===== config.mk =====
export PLATFORM = sky130hd
export DESIGN_NAME = sha256_msg_sched
export DESIGN_NICKNAME = d
export VERILOG_FILES = /design/src/rtl/sha256_msg_sched.sv
export SDC_FILE = /design/constraint.sdc
export NUM_CORES = 1
export LEC_CHECK = 0
export BUFFER_PORTS_ARGS = -buffer_cell sky130_fd_sc_hd__buf_2
export CORE_MARGIN = 5
export CORE_UTILIZATION = 45
export CTS_BUF_LIST = sky130_fd_sc_hd__clkbuf_2 sky130_fd_sc_hd__clkbuf_4 sky130_fd_sc_hd__clkbuf_8
export DETAILED_ROUTE_END_ITERATION = 10
export PLACE_DENSITY = 0.67
export RECOVER_POWER = 50
export SYNTH_ARGS = -nofsm -noshare
export SYNTH_HDL_FRONTEND = slang
export SYNTH_SLANG_ARGS = --single-unit

===== constraint.sdc =====
create_clock -name clk -period 21 [get_ports clk]
set_input_delay 3.15 -clock clk [delete_from_list [all_inputs] [get_ports clk]]
set_output_delay 3.15 -clock clk [all_outputs]
set_load 0.02 [all_outputs]

===== src/rtl/sha256_msg_sched.sv =====
// sha256_msg_sched
//   SHA-256 message-schedule expander. Loads one 512-bit block as 16
//   32-bit words into a 16-word sliding window, then emits W[0..ROUNDS-1]
//   one word per output handshake, generating W[t+16] as each word leaves.
//
//   Optional build macro: SHA256_SCHED_BSWAP_EN
//     defined   -> in_word is byte-reversed on capture (little-endian feed)
//     undefined -> in_word is captured verbatim (big-endian)
//
// Ports
//   clk        rising-edge clock
//   rst        synchronous, active-high reset
//   start      begin loading a block (honoured only in IDLE)
//   busy       high while loading or emitting
//   in_valid   in_word valid
//   in_ready   block accepts a word (LOAD only)
//   in_word    message word W[0..15], in order
//   out_valid  out_word valid (EMIT only)
//   out_ready  downstream accepts out_word
//   out_word   W[out_idx], straight from the window register
//   out_idx    index t of out_word
//   out_last   high with out_valid when out_idx == ROUNDS-1
//   done       one-cycle pulse the cycle after the last output handshake

module sha256_msg_sched #(
    parameter int unsigned ROUNDS = 64
) (
    input  logic        clk,
    input  logic        rst,
    input  logic        start,
    output logic        busy,
    input  logic        in_valid,
    output logic        in_ready,
    input  logic [31:0] in_word,
    output logic        out_valid,
    input  logic        out_ready,
    output logic [31:0] out_word,
    output logic [5:0]  out_idx,
    output logic        out_last,
    output logic        done
);

    typedef enum logic [1:0] {
        IDLE = 2'd0,
        LOAD = 2'd1,
        EMIT = 2'd2
    } state_t;

    localparam logic [5:0] LAST_IDX = 6'(ROUNDS - 1);

    state_t      state;
    state_t      state_next;
    logic [31:0] win [16];
    logic [3:0]  load_cnt;
    logic [5:0]  t;
    logic        done_r;

    logic        in_fire;
    logic        out_fire;
    logic        final_fire;
    logic [31:0] cap_word;
    logic [31:0] next_word;

    function automatic logic [31:0] rotr(input logic [31:0] x, input int unsigned n);
        return (x >> n) | (x << (32 - n));
    endfunction

    function automatic logic [31:0] sigma0(input logic [31:0] x);
        return rotr(x, 7) ^ rotr(x, 18) ^ (x >> 3);
    endfunction

    function automatic logic [31:0] sigma1(input logic [31:0] x);
        return rotr(x, 17) ^ rotr(x, 19) ^ (x >> 10);
    endfunction

`ifdef SHA256_SCHED_BSWAP_EN
    assign cap_word = {in_word[7:0], in_word[15:8], in_word[23:16], in_word[31:24]};
`else
    assign cap_word = in_word;
`endif

    assign in_fire    = (state == LOAD) && in_valid;
    assign out_fire   = (state == EMIT) && out_ready;
    assign final_fire = out_fire && (t == LAST_IDX);

    // win[0] is W[t]; win[1], win[9], win[14] are W[t+1], W[t+9], W[t+14].
    assign next_word = sigma1(win[14]) + win[9] + sigma0(win[1]) + win[0];

    // State register
    always_ff @(posedge clk) begin
        if (rst) begin
            state <= IDLE;
        end else begin
            state <= state_next;
        end
    end

    // Next-state logic
    always_comb begin
        state_next = state;
        unique case (state)
            IDLE: if (start) state_next = LOAD;
            LOAD: if (in_fire && (load_cnt == 4'd15)) state_next = EMIT;
            EMIT: if (final_fire) state_next = IDLE;
            default: state_next = IDLE;
        endcase
    end

    // Window, counters and done pulse
    always_ff @(posedge clk) begin
        if (rst) begin
            for (int unsigned i = 0; i < 16; i++) begin
                win[i] <= '0;
            end
            load_cnt <= '0;
            t        <= '0;
            done_r   <= 1'b0;
        end else begin
            done_r <= final_fire;

            if ((state == IDLE) && start) begin
                load_cnt <= '0;
            end

            if (in_fire) begin
                for (int unsigned i = 0; i < 15; i++) begin
                    win[i] <= win[i + 1];
                end
                win[15]  <= cap_word;
                load_cnt <= load_cnt + 4'd1;
                if (load_cnt == 4'd15) begin
                    t <= '0;
                end
            end

            // Surplus words are still generated past ROUNDS-16; they simply
            // never reach win[0] before the block ends.
            if (out_fire) begin
                for (int unsigned i = 0; i < 15; i++) begin
                    win[i] <= win[i + 1];
                end
                win[15] <= next_word;
                t       <= (t == LAST_IDX) ? '0 : t + 6'd1;
            end
        end
    end

    // Outputs
    always_comb begin
        busy      = (state == LOAD) || (state == EMIT);
        in_ready  = (state == LOAD);
        out_valid = (state == EMIT);
        out_word  = win[0];
        out_idx   = t;
        out_last  = (state == EMIT) && (t == LAST_IDX);
        done      = done_r;
    end

endmodule


==> key figures, run 1 <==
Floorplanning
  – Die W: between 200 and 250 µm
  – Die Height: about 240 µm
  – Num ports: 80
  – Full die area: between 0.05 and 0.06 mm²
  – Placement Rows: between 80 and 90
  – Core box area: 0.0537 mm²
  – Initial Util: 0.453

Timing
  – Final hold vios: 0
  – Fmax achieved: 0.106 GHz
  – Rel. slew slack: -1.26
  – Worst-Margin Slew: 3.39 ns
  – Hold WS: around 0.50 ns
  – RSZ-0062 raised after global routing: no
  – Max Slew Vio Count: 364
  – Clock Skew: about 0.04 ns
  – Tcrit/Tclk final: 0.451
  – Final min period: around 9.5 ns
  – Setup tns final: 0 ns
  – Final count of negative-setup-slack endpoints: 0

Clock tree
  – H-Tree Depth: 3
  – Cts-stage hold buffer count: 0
  – Root Buffer: clkbuf_8
  – Clock Latency Late Sink: about 0.67 ns
  – Num CTS Buffers: around 90
  – Total clock sinks: ~530
  – Worst-path clk slew: 0.06 ns
  – Clock tree buffer depth: 3
  – Resize count post-CTS: 0
  – Setup bufs post-CTS: 0
  – CTS tree: yes

Outcome
  – Failing checks: capacitance limit, slew limit
  – Outcome: complete, but fails checks

Yosys
  – Post-Syn Instances: between 1,500 and 2,000
  – Synth Warn #: 0
  – Sequential share of the synthesized area: 0.642
  – Post-synth EDFFs: between 500 and 600
  – Yosys cell types: 55
  – Area leader, netlist: edfxtp_1
  – Async S/R FF share, synth: 0
  – Yosys top cell area share: 0.632
  – Yosys reg bits: between 500 and 600
  – Main flop type after synthesis: edfxtp_1
  – Mapped Area: roughly 0.024 mm²
  – Avg Inst Size Synth: between 10 and 15 µm²
  – Syn Nets: approximately 1,900
  – Top cells by area, synth: edfxtp_1 (63%), and2_1 (8.3%), fa_1 (5.1%)

Place
  – Global placer's final weighted congestion: slightly above 0.9
  – Port bufs: 79
  – DP Wirelength: about 35 mm
  – Placed Area: 0.0252 mm²

Critical path
  – Crit path kind: in -> reg
  – Worst Path Arrival: ~9.7 ns
  – Crit path capture type: flop
  – Worst reg2reg setup slack: about 15 ns
  – Worst Setup Start Kind: primary input
  – CP max FO: 84
  – CP required: roughly 21 ns

GRT
  – Largest net degree at the start of global routing: 321
  – GR Util met1: 0.246
  – GRT Total Usage: 0.174
  – Met3 GRT Util: 0.0534
  – Gr busiest metal: met2
  – Met2 Usage GRT: 0.259
  – Overflow after GRT: 0
  – First-pass GRT wire length: a little under 80 mm
  – Vias in the first global route: approximately 13,000
  – Initial antenna violation count: 3

Flow run
  – Max Cap Viol: 6

Drt
  – DRC Markers: 0
  – Via Count: 13,300
  – Final wirelength: roughly 52 mm
  – DRT iter0 DRCs: around 1,200
  – Drt first pass iters: 6
  – Via density: just over 5
  – Routed Antenna Nets: 0
  – Wire per inst: about 19 µm

Min path
  – Min-Delay Path Class: reg -> reg

Power and ir drop
  – Peak supply drop: between 0.08 and 0.09 mV
  – Static Leak: approximately 10 nW
  – Pwr dens: 120 mW/mm²

Finish
  – Synth-to-Final Area Change: 10.3%
  – Final instance area: 0.0268 mm²
  – Share of layout cells above drive strength 1: 0.0971
  – Final net count: between 2,000 and 2,500
  – Area of the multi-input gates: roughly 0.0076 mm²
  – # fillers: approximately 4,600
  – Register area: 0.0156 mm²
[final timing paths]
check | startpoint | endpoint | cells after the start
max reg2reg | state[0] | win[0][134] | 8
max | rst | win[0][134] | 5
min reg2reg | win[0][260] | win[0][228] | 1
min | win[0][260] | win[0][228] | 1
[registers in the layout, summed over array words and instances (netlist names)]
signal    flops
done          1
load_cnt      4
out_idx       6
state         2
win         512
[placed cells by master (no fill, tap or decap), types with 5 or more instances in the layout]
cell,count
xor2_1,22
nand3_1,19
clkinv_2,8
o21a_1,5
a21o_1,12
clkinv_1,25
a21oi_1,57
buf_2,36
and2_0,29
nor2_1,36
o211ai_1,6
fa_1,62
edfxtp_1,512
nor2b_1,163
buf_4,7
and3_1,10
nand2b_1,5
dfxtp_1,13
xnor2_1,119
clkbuf_4,26
ha_1,37
a211oi_1,6
nand2_1,65
clkbuf_8,92
inv_1,151
clkbuf_1,46
o21ai_0,34
and2_1,295
[cells in the mapped netlist, types with 2 or more instances]
master      n
o21bai_1    2
nor3b_1     2
nor3_1      4
o21ai_0    33
clkbuf_1   64
dfxtp_1    13
a21o_1     12
ha_1       37
a211o_1     2
and3_1     10
nand2b_1    5
o21a_1      5
a21oi_1    57
or3_1       4
buf_1       4
a211oi_1    6
a31oi_1     4
a32oi_1     3
nand3_1    19
inv_1     151
xnor2_1   119
nand2_1    65
nor2b_1   163
o211ai_1    6
xor2_1     22
edfxtp_1  512
nor2_1     36
a22oi_1     2
buf_4      32
and2_1    324
mux2i_1     2
fa_1       62
nand4_1     4
[per-layer routing]
metal	part of all wire	vias to the layer above
met5	0	-
li1	-	6217
met3	0.084	92
met1	0.44	6577
met4	0.030	0
met2	0.45	447
[power breakdown]
group | total, mW | internal, mW | switching (mW)
logic | 1.04 | 0.380 | 0.661
registers | 1.31 | 1.26 | 0.0542
clock network | 0.880 | 0.478 | 0.402
total | 3.23 | 2.12 | 1.12
[logic make-up after synthesis]
logic type | synth area share
AO/OA/AOI/OAI | 0.0376
XOR/XNOR | 0.0507
adder cells (fa/ha/maj) | 0.0700
buffers and inverters | 0.0438
flip-flops | 0.642
multiplexers | 0.000822
AND/OR/NAND/NOR | 0.155
[area by class of cell]
class,instances,area share
diodes,1,0.0000932
clock buffers,118,0.0544
clock inverters,41,0.00918
inverters,151,0.0211
multi-input cells,1031,0.285
flip-flops and latches,525,0.582
well taps,696,0.0324
repair buffers,90,0.0158
[metrics by stage]
step            util  setup WS (ns)  power [mW]  instances
2_1_floorplan      -          11.77        2.04       1808
3_3_place_gp   0.470          14.15        2.34       2493
3_5_place_dp   0.470          14.04        2.35       2493
4_1_cts        0.502          14.77        3.24       2652
5_1_grt        0.500          10.89        3.41       2653
6_report       0.500          11.53        3.23       2653
[critical path: stages]
cell and delay, ns:
clkbuf_1 1.88, nor2_1 0.20, nand2_1 2.43, buf_4 0.98, buf_4 0.91
Power figures use the tool's default switching activity.
==> run 2, diff against run 1 <==
- PLACE_DENSITY: 0.67 -> 0.69
- clock period: 21 -> 8.2 ns (I/O delays scaled with it)
==> key figures, run 2 (synthesis results as in run 1) <==
Clock tree
  – Worst-path clk slew: 0.06 ns
  – Total clock sinks: ~530
  – Root Buffer: clkbuf_8
  – CTS tree: yes
  – Num CTS Buffers: 88
  – Clock tree buffer depth: 3
  – H-Tree Depth: 3
  – Resize count post-CTS: 0
  – Setup bufs post-CTS: 0
  – Clock Latency Late Sink: 0.68 ns
  – Cts-stage hold buffer count: 0

Finish
  – Most frequent cells in the layout: edfxtp_1 (512), and2_1 (225), nor2b_1 (163)
  – Share of layout cells above drive strength 1: 0.0966
  – Most flops, register: win
  – Final net count: between 2,000 and 2,500
  – Commonest non-fill, non-tap cell in the layout: edfxtp_1
  – Synth-to-Final Area Change: 10.3%
  – Antenna diode count: 0
  – # fillers: around 4,600
  – Max reg flops: approximately 510

Power and ir drop
  – Peak supply drop: 0.208 mV
  – Pwr Total: 8.30 mW
  – Static Leak: around 10 nW
  – Pwr dens: a little over 300 mW/mm²

Floorplanning
  – Full die area: 0.0588 mm²
  – Initial Util: 0.453
  – Placement Rows: 85
  – Die Height: between 200 and 250 µm
  – Num ports: 80
  – Die W: roughly 240 µm
  – Core box area: ~0.054 mm²

GRT
  – GRT Total Usage: 0.180
  – Gr busiest metal: met2
  – Initial antenna violation count: 1
  – Met3 GRT Util: 0.0691
  – Overflow after GRT: 0
  – Largest net degree at the start of global routing: between 200 and 300
  – Met2 Usage GRT: 0.268
  – Vias in the first global route: ~13,000
  – First-pass GRT wire length: 80.5 mm
  – GR Util met1: 0.248

Drt
  – Drt first pass iters: 6
  – DRT iter0 DRCs: around 1,200
  – Wire per inst: a little over 20 µm
  – Routed Antenna Nets: 0
  – Final wirelength: approximately 53 mm
  – Via density: between 5 and 6
  – DRC Markers: 0
  – Via Count: approximately 13,000

Critical path
  – R2R Path Start: state[0]
  – Worst reg2reg endpoint: win[0][192]
  – CP max FO: 67
  – Worst Path Arrival: roughly 6.3 ns
  – CP required: 8.48 ns
  – Crit path capture type: flop
  – Worst reg2reg setup slack: 3.39 ns
  – Worst Setup Start Kind: primary input
  – Critical path capture point: win[0][192]
  – Worst Reg-to-Reg Cells: 7
  – Crit path kind: in -> reg
  – Crit path from: rst

Timing
  – Clock Skew: ~0.035 ns
  – Rel. slew slack: -0.678
  – Final hold vios: 0
  – Fmax achieved: between 0.15 and 0.2 GHz
  – RSZ-0062 raised after global routing: no
  – Final min period: ~6.0 ns
  – Max Slew Vio Count: ~180
  – Setup tns final: 0 ns
  – Tcrit/Tclk final: 0.732
  – Final count of negative-setup-slack endpoints: 0
  – Worst-Margin Slew: between 2 and 3 ns

Flow run
  – Max Cap Viol: 4

Outcome
  – Outcome: complete, but fails checks
  – Failing checks: capacitance limit, slew limit

Place
  – Port bufs: between 70 and 80
  – DP Wirelength: about 36 mm
  – Global placer's final weighted congestion: 0.915

Min path
  – Min-Delay Path Class: reg -> reg
[run 2: cell types whose count changed in the layout (fill, tap and decap cells not counted), sizes merged]
cell | before | now
clkbuf | 164 | 153
clkinv | 33 | 29
bufinv | 2 | 4
inv | 155 | 157
clkinvlp | 2 | 3
diode | 1 | 0
[run 2: per-stage QoR]
step,instances,util,hold slack [ns],setup slack [ns],instance area [µm²]
detailed placement,2492,0.470,0.502,3.70,25200
CTS,2642,0.502,0.491,3.67,26900
floorplan,1808,-,0.466,0.892,24300
global placement,2492,0.470,0.479,3.78,25200
global route,2642,0.500,0.519,1.76,26900
finish,2642,0.500,0.502,2.20,26900
[run 2: layout make-up]
type,instances,area (µm²),share of cell area
Sequential cell,525,15600,0.582
Multi-Input combinational cell,1031,7660,0.285
Clock buffer,108,1360,0.0507
Tap cell,696,871,0.0324
Inverter,151,567,0.0211
Timing Repair Buffer,89,437,0.0163
Clock inverter,42,328,0.0122
[run 2: power breakdown]
group	switching, mW	internal [mW]	leakage, nW
sequential	0.133	3.22	5.46
combinational	1.67	0.982	3.95
clock	1.06	1.23	0.881
[run 2: worst min path at each step]
| stage | from | end | slack, ns | cells past startpoint |
|---|---|---|---|---|
| after floorplan | state[1] | state[1] | 0.47 | 2 |
| after detailed placement | win[0][320] | win[0][288] | 0.50 | 1 |
| after CTS | win[0][325] | win[0][293] | 0.49 | 1 |
| after global routing | win[0][281] | win[0][249] | 0.52 | 1 |
| final | win[0][325] | win[0][293] | 0.50 | 1 |
| after global placement | state[1] | state[1] | 0.48 | 2 |
[run 2: critical path, stage by stage]
cell and delay, ns:
clkbuf_1 1.53, nor2_1 0.83, nand2_1 1.68, buf_4 0.88
[run 2: layer usage]
layer / wire (µm) / up-vias
met1: 23100 / 6678
met2: 23900 / 485
met4: 1280 / 2
met5: 7 / -
met3: 5100 / 89
li1: - / 6199
==> run 3, diff against run 2 <==
- PLACE_DENSITY: 0.69 -> 0.67
- clock period: 8.2 -> 6 ns (I/O delays scaled with it)
==> key figures, run 3 (synthesis results as in run 1) <==
GRT
  – Initial antenna violation count: 3
  – Overflow after GRT: 0
  – Largest net degree at the start of global routing: 268
  – Vias in the first global route: approximately 13,000
  – GRT Total Usage: 0.178
  – First-pass GRT wire length: around 80 mm

Finish
  – Final net count: a little over 2,000
  – Max reg flops: between 500 and 600
  – Commonest non-fill, non-tap cell in the layout: edfxtp_1
  – Layout Cells excl Fill: roughly 2,600
  – Share of layout cells above drive strength 1: 0.0998
  – Antenna diode count: 0
  – # fillers: roughly 4,600
  – Final instance area: approximately 0.027 mm²
  – Most frequent cells in the layout: edfxtp_1 (512), and2_1 (211), nor2b_1 (163)
  – Most flops, register: win
  – Synth-to-Final Area Change: 10.3%

Clock tree
  – Cts-stage hold buffer count: 0
  – Clock Latency Late Sink: 0.65 ns
  – Worst-path clk slew: roughly 0.060 ns
  – Total clock sinks: ~530
  – Resize count post-CTS: 0
  – Root Buffer: clkbuf_8
  – Clock tree buffer depth: 3
  – Setup bufs post-CTS: 0
  – CTS tree: yes
  – H-Tree Depth: 3
  – Num CTS Buffers: 84

Floorplanning
  – Die W: between 200 and 250 µm
  – Placement Rows: 85
  – Core box area: between 0.05 and 0.06 mm²
  – Num ports: 80
  – Full die area: about 0.06 mm²
  – Die Height: around 240 µm
  – Initial Util: 0.453

Place
  – Cells after DPL: 2,494
  – DP Wirelength: ~36 mm
  – Global placer's final weighted congestion: approximately 0.92
  – Placed Area: around 0.025 mm²
  – Port bufs: a little under 80

Power and ir drop
  – Pwr dens: around 420 mW/mm²
  – Static Leak: between 10 and 15 nW
  – Pwr Total: between 10 and 15 mW
  – Peak supply drop: about 0.22 mV

Critical path
  – CP top delay family: buffers and inverters
  – Worst Setup Start Kind: primary input
  – Critical Path Most Common Cell: clkbuf_1
  – Worst Path Buf+Inv: 3
  – Crit path capture type: flop
  – Worst Path Arrival: about 5.3 ns
  – Slowest cell on the critical path: clkbuf_1
  – Cell chain of the critical path: clkbuf_1, nor2_1, clkbuf_1, nand2_2, buf_4
  – Crit path kind: in -> reg
  – Max incr delay on CP: 1.53 ns
  – CP max FO: between 50 and 60
  – CP required: ~6.3 ns

Timing
  – Fmax achieved: ~0.20 GHz
  – Worst-Margin Slew: ~2.4 ns
  – Tcrit/Tclk final: 0.826
  – RSZ-0062 raised after global routing: no
  – Final hold vios: 0
  – Max Slew Vio Count: just under 400
  – Rel. slew slack: -0.582
  – Final count of negative-setup-slack endpoints: 0
  – Final min period: just under 5 ns
  – Clock Skew: about 0.023 ns
  – Setup tns final: 0 ns

Drt
  – Drt first pass iters: 7
  – DRC Markers: 0
  – Routed Antenna Nets: 0
  – Via density: a little over 5
  – DRT iter0 DRCs: between 1,000 and 1,500
  – Final wirelength: 53.3 mm
  – Via Count: 13,300
  – Wire per inst: 20.2 µm

Min path
  – Min-Delay Path Class: reg -> reg

Flow run
  – Max Cap Viol: 3

Outcome
  – Outcome: complete, but fails checks
  – Failing checks: capacitance limit, slew limit
[run 3: cell count changes in the layout (fill, tap and decap cells not counted), sizes merged]
cell / before / now
inv: 157 / 153
clkbuf: 153 / 165
clkinvlp: 3 / 2
clkinv: 29 / 21
buf: 44 / 43
bufinv: 4 / 3
[run 3: cell type report]
type                    count  area, µm²  area share
flip-flops and latches    525      15600       0.582
multi-input cells        1031       7690       0.286
clock buffers             117       1440      0.0537
well taps                 696        871      0.0324
inverters                 151        567      0.0211
repair buffers             91        447      0.0166
clock inverters            28        211     0.00787
[run 3: final timing paths]
check	startpoint	to	slack (ns)	cells past startpoint
min	win[0][166]	win[0][134]	0.51	1
max	rst	win[0][281]	1.05	5
min reg2reg	win[0][166]	win[0][134]	0.51	1
max reg2reg	win[0][36]	win[0][509]	1.48	17
[run 3: stage by stage]
step	util	setup slack, ns	hold slack (ns)
after CTS	0.502	1.50	0.492
after global routing	0.500	0.755	0.525
final	0.500	1.05	0.513
after global placement	0.471	1.58	0.478
after floorplan	-	1.28	0.466
after detailed placement	0.471	1.57	0.501
[run 3: worst register-to-register path, delay by kind of cell, from the launching register on]
family                     cells  cell delay, ns
buffers and inverters          3            0.19
xor gates and xnor gates       2            0.35
adders and majority gates      4            1.61
DFF                            1            0.49
and+or+nand+nor                3            0.71
AOI/OAI and AO/OA              5            1.02
[run 3: power breakdown]
part | total (mW) | internal [mW] | leakage, nW | switching [mW]
registers | 4.58 | 4.40 | 5.46 | 0.187
logic | 3.58 | 1.34 | 3.95 | 2.24
clock network | 3.05 | 1.68 | 0.875 | 1.37
[run 3: per-layer routing]
layer | GRT usage | share of wire
met5 | 0 | 0
met3 | 0.0494 | 0.073
met1 | 0.259 | 0.45
met2 | 0.274 | 0.46
met4 | 0.0370 | 0.014
